$ cat src/rtl/in_port_pkg.sv
// Shared definitions for the CPU input-port controller and its FIFO.
package in_port_pkg;

  localparam int DATA_W = 32;
  localparam int DEPTH  = 4;
  localparam int PTR_W  = $clog2(DEPTH);

  typedef enum logic [0:0] {
    IDLE = 1'b0,
    HOLD = 1'b1
  } ctrl_state_e;

endpackage

$ cat src/rtl/in_port_fifo.sv
// Word FIFO between the external device and the CPU bus.
// Occupancy is kept in a counter, and full/empty are derived from it.
// The head slot can be write-protected while the CPU is reading it.
module in_port_fifo #(
  parameter int DATA_W = in_port_pkg::DATA_W,
  parameter int DEPTH  = in_port_pkg::DEPTH
) (
  input  logic                     clk,
  input  logic                     rst,
  input  logic                     push_req,
  input  logic [DATA_W-1:0]        wr_data,
  input  logic                     pop_req,
  input  logic                     protect_head,
  output logic [DATA_W-1:0]        head_data,
  output logic [$clog2(DEPTH):0]   count,
  output logic                     empty,
  output logic                     full
);

  import in_port_pkg::*;

  localparam int ADDR_W = $clog2(DEPTH);
  localparam int CNT_W  = ADDR_W + 1;

  logic [DATA_W-1:0] mem [DEPTH];
  logic [ADDR_W-1:0] wr_ptr;
  logic [ADDR_W-1:0] rd_ptr;
  logic              head_hit;
  logic              push;
  logic              pop;

  assign empty     = (count == '0);
  assign full      = (count == CNT_W'(DEPTH));
  assign head_data = mem[rd_ptr];

  // A write may only land on the head slot when the FIFO is full, and full
  // already blocks pushes. The extra guard keeps the held word safe anyway.
  assign head_hit = protect_head && !empty && (wr_ptr == rd_ptr);
  assign push     = push_req && !full && !head_hit;
  assign pop      = pop_req && !empty;

  // Storage is not reset; only pointers and occupancy say what is valid.
  always_ff @(posedge clk) begin
    if (push) begin
      mem[wr_ptr] <= wr_data;
    end
  end

  // Pointers wrap naturally because DEPTH is a power of two.
  always_ff @(posedge clk or negedge rst) begin
    if (!rst) begin
      wr_ptr <= '0;
      rd_ptr <= '0;
    end else begin
      if (push) begin
        wr_ptr <= wr_ptr + ADDR_W'(1);
      end
      if (pop) begin
        rd_ptr <= rd_ptr + ADDR_W'(1);
      end
    end
  end

  // Occupancy moves only when exactly one of push/pop happens.
  always_ff @(posedge clk or negedge rst) begin
    if (!rst) begin
      count <= '0;
    end else begin
      case ({push, pop})
        2'b10:   count <= count + CNT_W'(1);
        2'b01:   count <= count - CNT_W'(1);
        default: count <= count;
      endcase
    end
  end

endmodule

$ cat src/rtl/in_port_ctrl.sv
// CPU input-port controller: buffers device words in a FIFO, gates the
// head word onto the CPU bus, tracks a hold FSM and a sticky underflow flag.
module in_port_ctrl #(
  parameter int DATA_W = in_port_pkg::DATA_W,
  parameter int DEPTH  = in_port_pkg::DEPTH
) (
  input  logic                   clk,
  input  logic                   rst,
  input  logic [DATA_W-1:0]      dev_data,
  input  logic                   dev_valid,
  output logic                   dev_ready,
  input  logic                   InPortout,
  input  logic                   in_pop,
  input  logic                   clr_err,
  output logic [DATA_W-1:0]      bus_out,
  output logic                   in_empty,
  output logic                   in_full,
  output logic [$clog2(DEPTH):0] count,
  output logic                   underflow
);

  import in_port_pkg::*;

  localparam logic [0:0] ST_IDLE = IDLE;
  localparam logic [0:0] ST_HOLD = HOLD;

  logic [0:0]        state;
  logic [0:0]        state_next;
  logic [DATA_W-1:0] head_data;
  logic              underflow_event;

  assign dev_ready       = !in_full;
  assign underflow_event = in_pop && in_empty;
  assign bus_out         = (InPortout && !in_empty) ? head_data : '0;

  in_port_fifo #(
    .DATA_W (DATA_W),
    .DEPTH  (DEPTH)
  ) u_fifo (
    .clk          (clk),
    .rst          (rst),
    .push_req     (dev_valid),
    .wr_data      (dev_data),
    .pop_req      (in_pop),
    .protect_head (state == ST_HOLD),
    .head_data    (head_data),
    .count        (count),
    .empty        (in_empty),
    .full         (in_full)
  );

  // Enter HOLD when the CPU starts reading; leave on consume or release.
  always_comb begin
    state_next = state;
    case (state)
      ST_IDLE: if (InPortout) state_next = ST_HOLD;
      ST_HOLD: if (in_pop || !InPortout) state_next = ST_IDLE;
      default: state_next = ST_IDLE;
    endcase
  end

  // FSM state register.
  always_ff @(posedge clk or negedge rst) begin
    if (!rst) begin
      state <= ST_IDLE;
    end else begin
      state <= state_next;
    end
  end

  // Sticky underflow: a new pop-while-empty takes priority over the clear.
  always_ff @(posedge clk or negedge rst) begin
    if (!rst) begin
      underflow <= 1'b0;
    end else if (underflow_event) begin
      underflow <= 1'b1;
    end else if (clr_err) begin
      underflow <= 1'b0;
    end
  end

endmodule

$ cat config.mk
export PLATFORM = sky130hd
export DESIGN_NAME = in_port_ctrl
export DESIGN_NICKNAME = d
export VERILOG_FILES = /design/src/rtl/in_port_pkg.sv /design/src/rtl/in_port_fifo.sv /design/src/rtl/in_port_ctrl.sv
export SDC_FILE = /design/constraint.sdc
export NUM_CORES = 1
export LEC_CHECK = 0
export CAP_MARGIN = 15
export CORE_MARGIN = 1.5
export CORE_UTILIZATION = 49
export DETAILED_ROUTE_END_ITERATION = 8
export PLACE_DENSITY = 0.79
export SLEW_MARGIN = 40
export SYNTH_ARGS = -nofsm -noshare
export SYNTH_HDL_FRONTEND = slang
export SYNTH_SLANG_ARGS = --single-unit
$ cat constraint.sdc
create_clock -name clk -period 5.02 [get_ports clk]
set_input_delay 1.004 -clock clk [delete_from_list [all_inputs] [get_ports clk]]
set_output_delay 1.004 -clock clk [all_outputs]
set_load 0.005 [all_outputs]
* Word-level counts from Yosys, hierarchy flattened
Memories as Yosys holds them, arrays and structs flattened.
Index checks and enable logic that the tools add are counted.
** Operators by class
- Add/sub/neg operators :: 4
- Eq/ne operators :: 4
- Muxes and demuxes :: 9
- Bitwise logic cells :: 1
- Reductions and logical operators :: 15
** Operator list (count)
- 32-bit 2-to-1 mux :: 1
- 1-bit logical AND :: 7
- 1-bit 2-to-1 mux :: 6
- 3-bit case mux with 2 select lines :: 1
- 2-bit by 1-bit adder with 2-bit output (second input constant) :: 2
- 1-bit logical NOT :: 4
- 2-bit nonzero test :: 2
- 3-bit by 1-bit adder with 3-bit output (second input constant) :: 1
- 3-bit == test (second input constant) :: 1
- 3-bit logical NOT :: 1
- 3-bit by 1-bit subtractor with 3-bit output (second input constant) :: 1
- 2-bit by 1-bit == test with 1-bit output (second input constant) :: 1
- 2-bit == test :: 1
- 2-bit == test (second input constant) :: 1
- 1-bit case mux with 2 select lines :: 1
- 1-bit logical OR :: 1
- 1-bit inverter :: 1
** Word-level totals
- Flip-flop bits (word level) :: 9
- RAM bits :: 128
- Input port bits :: 38
- Output and inout port bits :: 39
- Word-level logic and storage cells :: 39
- Memories :: 1
** Memory list
- u_fifo.mem :: depth 4, bits a word 32, read ports 1, clocked after memory_dff 0, write ports 1, line in_port_fifo.sv:25 : logic [DATA_W-1:0] mem [DEPTH];

* Longest topological paths before layout
- Word-level depth :: 8
- Depth in mapped cells :: 11
- Depth with buffers taken out :: 9

* Cells and area by module
Synthesis repeated with hierarchy kept, for this count alone.
** Second synthesis, totals
- Cells, all modules :: 263
- Area, all modules :: 5475.3 µm²
** Modules (own cells, without submodules)
- in_port_fifo :: times used 1, cells an instance 220, area each 5127.4 µm², sequential area each 4018.9 µm²
- in_port_ctrl :: times used 1, cells an instance 43, area each 347.8 µm², sequential area each 50.0 µm²

* Least setup slack after synthesis
Ideal clock, no wire load.
- Kind :: input -> register
- Start point :: input port dev_valid
- End point :: memory u_fifo.mem[0][0] (enable)
- Setup time :: 0.468 ns
- Arrival time :: 3.499 ns
- Required time :: 4.552 ns
- Slack :: 1.053 ns
- Stages :: 2
- Buffers on the path :: 0
- Cell sequence :: nand2_1 -> nor3b_1
** Between the ends
- Cells in the longest elaborated chain, start to end :: 4
** Ends and longest elaborated chain
- from (decl) :: line in_port_ctrl.sv:10 : input logic dev_valid,
- 1-bit logical AND (2 in series) :: line in_port_fifo.sv:39 : assign push = push_req && !full && !head_hit;
- 1-bit 2-to-1 mux :: line in_port_fifo.sv:44 : if (push) begin
- 1-bit 2-to-1 mux (implied by the code) :: line in_port_fifo.sv:45 : mem[wr_ptr] <= wr_data;
- to (decl) :: line in_port_fifo.sv:25
No other way between the ends.

* Worst setup path after layout
- Start point :: input port InPortout
- End point :: output port bus_out[19]
** Between the ends
- Cells in the longest elaborated chain, start to end :: 2
** Ends and longest elaborated chain
- from (decl) :: line in_port_ctrl.sv:12 : input logic InPortout,
- 1-bit logical AND :: line in_port_ctrl.sv:34 : assign bus_out = (InPortout && !in_empty) ? head_data : '0;
- 32-bit 2-to-1 mux :: line in_port_ctrl.sv:34
- to (decl) :: line in_port_ctrl.sv:15 : output logic [DATA_W-1:0] bus_out,
No other way between the ends.

==> impl_metrics.json <==
{
  "worstReg2RegStart": "u_fifo.count[0]$_DFFE_PN0P_",
  "area_growth_pct": 27.1,
  "crit_path_end_kind": "output pin",
  "cts_buffers": 17,
  "antennaDiodeCount": 0,
  "grt_use_total_pct": 18.7,
  "peakVddDrop_uv": 277,
  "cts_tree": "yes",
  "cp-start-kind": "input pin",
  "mappedNetlistArea_sq_um": 5480,
  "path_buf_inv": 3,
  "p_leak_nw": 2.45,
  "dr.pass1.iters": 4,
  "viasPerCell": 5.46,
  "power.switching_mw": 1.10,
  "cp_cell_sequence": "clkdlybuf4s50_1 > buf_4 > and3_1 > clkdlybuf4s50_1",
  "core-area_sq_um": 10900,
  "die_x_um": 109,
  "max_stage_delay_ns": 0.83,
  "crit_path_max_fanout": 17,
  "maxCapViolations": 0,
  "switching_share_pct": 27.4,
  "cts_resized": 0,
  "drc": 0,
  "cts_buffer_depth": 2,
  "numPortBuffers": 76,
  "slowest_stage": "clkdlybuf4s50_1",
  "filler_cell_count": 748,
  "p_int_mw": 2.93,
  "relSlewSlack_pct": 55.9,
  "ys_ff_latch": 137,
  "min_from": "u_fifo.count[2]$_DFFE_PN0P_",
  "final_util_pct": 64.0,
  "combPwrFrac_pct": 29.7,
  "worst_slew_pin_slew_ns": 0.662,
  "max_freq_mhz": 257,
  "cts_setup_buffers": 0,
  "dp.cells": 475,
  "critical_path_arrival_ns": 2.89,
  "vias": 2768,
  "dp_hpwl_um": 5890,
  "p_per_area_nw_per_um2": 579,
  "yosysSeqAreaShare_pct": 74.3,
  "setup_viol": 0,
  "final_hold_viol_count": 0,
  "fin_nets": 398,
  "h-tree-depth": 4,
  "hold_path.class": "register to register",
  "path_class": "input pin to output pin",
  "ant_nets": 0,
  "seqPwrFrac_pct": 41.7,
  "wirelength_um": 10100,
  "rows": 38,
  "wire_per_inst_um": 19.9,
  "place_ws_ns": 1.09,
  "synthesis.nets": 311,
  "fin_ws_ns": 1.13,
  "clkSinkCount": 137,
  "routabilityCongestion": 0.737,
  "synthDistinctLibCells": 27,
  "insertion_delay_ns": 0.51,
  "crit_top_cell": "clkdlybuf4s50_1",
  "die_y_um": 109,
  "critical-path-top-delay-family": "buffers and inverters",
  "syn_inst": 267,
  "clockRootBuffer": "clkbuf_8",
  "drive_above_1_share_pct": 20.2,
  "clk_pin_slew_ns": 0.05,
  "die_area_sq_um": 11800,
  "final_cell_mix": "edfxtp_1, clkdlybuf4s50_1, and3_1",
  "grt_max_degree": 39,
  "synth_area_per_cell_sq_um": 20.5,
  "cts_hold_buf": 0,
  "period_share_pct": 77.6,
  "antenna_found_initial": 0,
  "layout_commonest_cell": "edfxtp_1",
  "rsz0062_at_grt": "no",
  "drtIter0Drc": 160,
  "clkPwrFrac_pct": 28.6,
  "finalClockSkew_ns": 0.0131,
  "grt_pass1_vias": 2813,
  "crit_required_ns": 4.02,
  "start_util_pct": 50.3,
  "grt_pass1_wl_um": 15600,
  "overflow": 0,
  "ioPinCount": 77,
  "dpl_cell_area_sq_um": 6410,
  "finalCriticalPeriod_ns": 3.89,
  "yosysWarningCount": 0,
  "cp-startpoint": "InPortout",
  "slew_violations": 0,
  "instances_no_fill": 507,
  "status": "complete, no violations",
  "design_area_sq_um": 6960,
  "totalNegativeSetupSlack_ns": 0
}
## worst reg2reg max path, delay by kind of cell (launching register included)
family | cells | cell delay [ns]
buffers and inverters | 1 | 0.07
AND/OR/NAND/NOR | 3 | 1.45
AO/OA/AOI/OAI | 1 | 0.18
adder cells (fa/ha/maj) | 2 | 0.62
flip-flops | 1 | 0.42
## cell usage after synthesis
cell      instances  area [sq um]
nand3_1           5          25.0
buf_12            3          60.1
and3_1           33           206
o211ai_1          1          7.51
or3_1             1          6.26
fa_1              1          20.0
buf_6             2          22.5
o221ai_1          1          8.76
mux4_2           28           631
clkbuf_1          7          26.3
inv_1             9          33.8
xnor2_1           4          35.0
and4_4            1          11.3
buf_2             5          25.0
nor2_1            1          3.75
or3b_2            1          8.76
and2_1            1          6.26
a21boi_0          1          7.51
o21ai_0           4          20.0
or2_1             1          6.26
dfrtp_1           9           225
nand2_1           4          15.0
xor2_1            3          26.3
nor3b_1           4          30.0
mux4_1            4           105
ha_1              5          62.6
edfxtp_1        128          3840
## layout make-up
cell class / count / area (sq um) / area share, %
Sequential cell: 137 / 4070 / 58.5
Multi-Input combinational cell: 104 / 1280 / 18.3
Timing Repair Buffer: 85 / 853 / 12.3
Clock buffer: 21 / 429 / 6.16
Tap cell: 140 / 175 / 2.52
Clock inverter: 11 / 123 / 1.76
Inverter: 9 / 33.8 / 0.485
## worst paths after layout
kind / endpoint / slack [ns] / cells after the start
worst min register to register: u_fifo.count[2]$_DFFE_PN0P_ / 0.52 / 1
worst max register to register: u_fifo.count[1]$_DFFE_PN0P_ / 2.20 / 7
max in group asynchronous: u_fifo.rd_ptr[1]$_DFFE_PN0P_ / 3.89 / 1
worst max-delay path: bus_out[19] / 1.13 / 4
min in group asynchronous: u_fifo.count[0]$_DFFE_PN0P_ / 0.80 / 1
worst min-delay path: u_fifo.count[2]$_DFFE_PN0P_ / 0.52 / 1
## kinds of logic (layout without fill, tap and decap cells)
family / count (synthesis) / after routing / share of synthesized area (%)
DFF: 137 / 137 / 74.3
and+or+nand+nor: 52 / 52 / 5.82
muxes: 32 / 32 / 13.4
buffers and inverters: 26 / 126 / 3.06
AOI/OAI and AO/OA: 7 / 7 / 0.799
xor gates and xnor gates: 7 / 7 / 1.12
adders and majority gates: 6 / 6 / 1.51
## flip-flops by register name (all words and copies together) (netlist names)
register and flops:
u_fifo.rd_ptr 2, u_fifo.mem 128, underflow 1, state 1, u_fifo.wr_ptr 2, u_fifo.count 3
## metal layers
metal	vias up	wire, um	part of all wire (%)	track usage [%]
met4	0	104	1.0	8.83
li1	1259	-	-	-
met5	-	0	0	0
met3	9	567	5.6	3.83
met2	90	5080	50	29.5
met1	1410	4330	43	25.2
## power groups by stage
stage,sequential [mW],combinational [mW],clock (mW)
after floorplan,1.61,0.826,0
after global placement,1.69,1.19,0
after detailed placement,1.70,1.22,0
after CTS,1.69,1.22,1.18
after global routing,1.71,1.31,1.22
final,1.68,1.20,1.15
## per-stage QoR
stage,total power [mW],hold slack [ns]
6_report,4.03,0.518
4_1_cts,4.08,0.529
3_3_place_gp,2.87,0.493
3_5_place_dp,2.92,0.518
2_1_floorplan,2.44,0.466
5_1_grt,4.24,0.541
(Power assumes the default switching activity.)
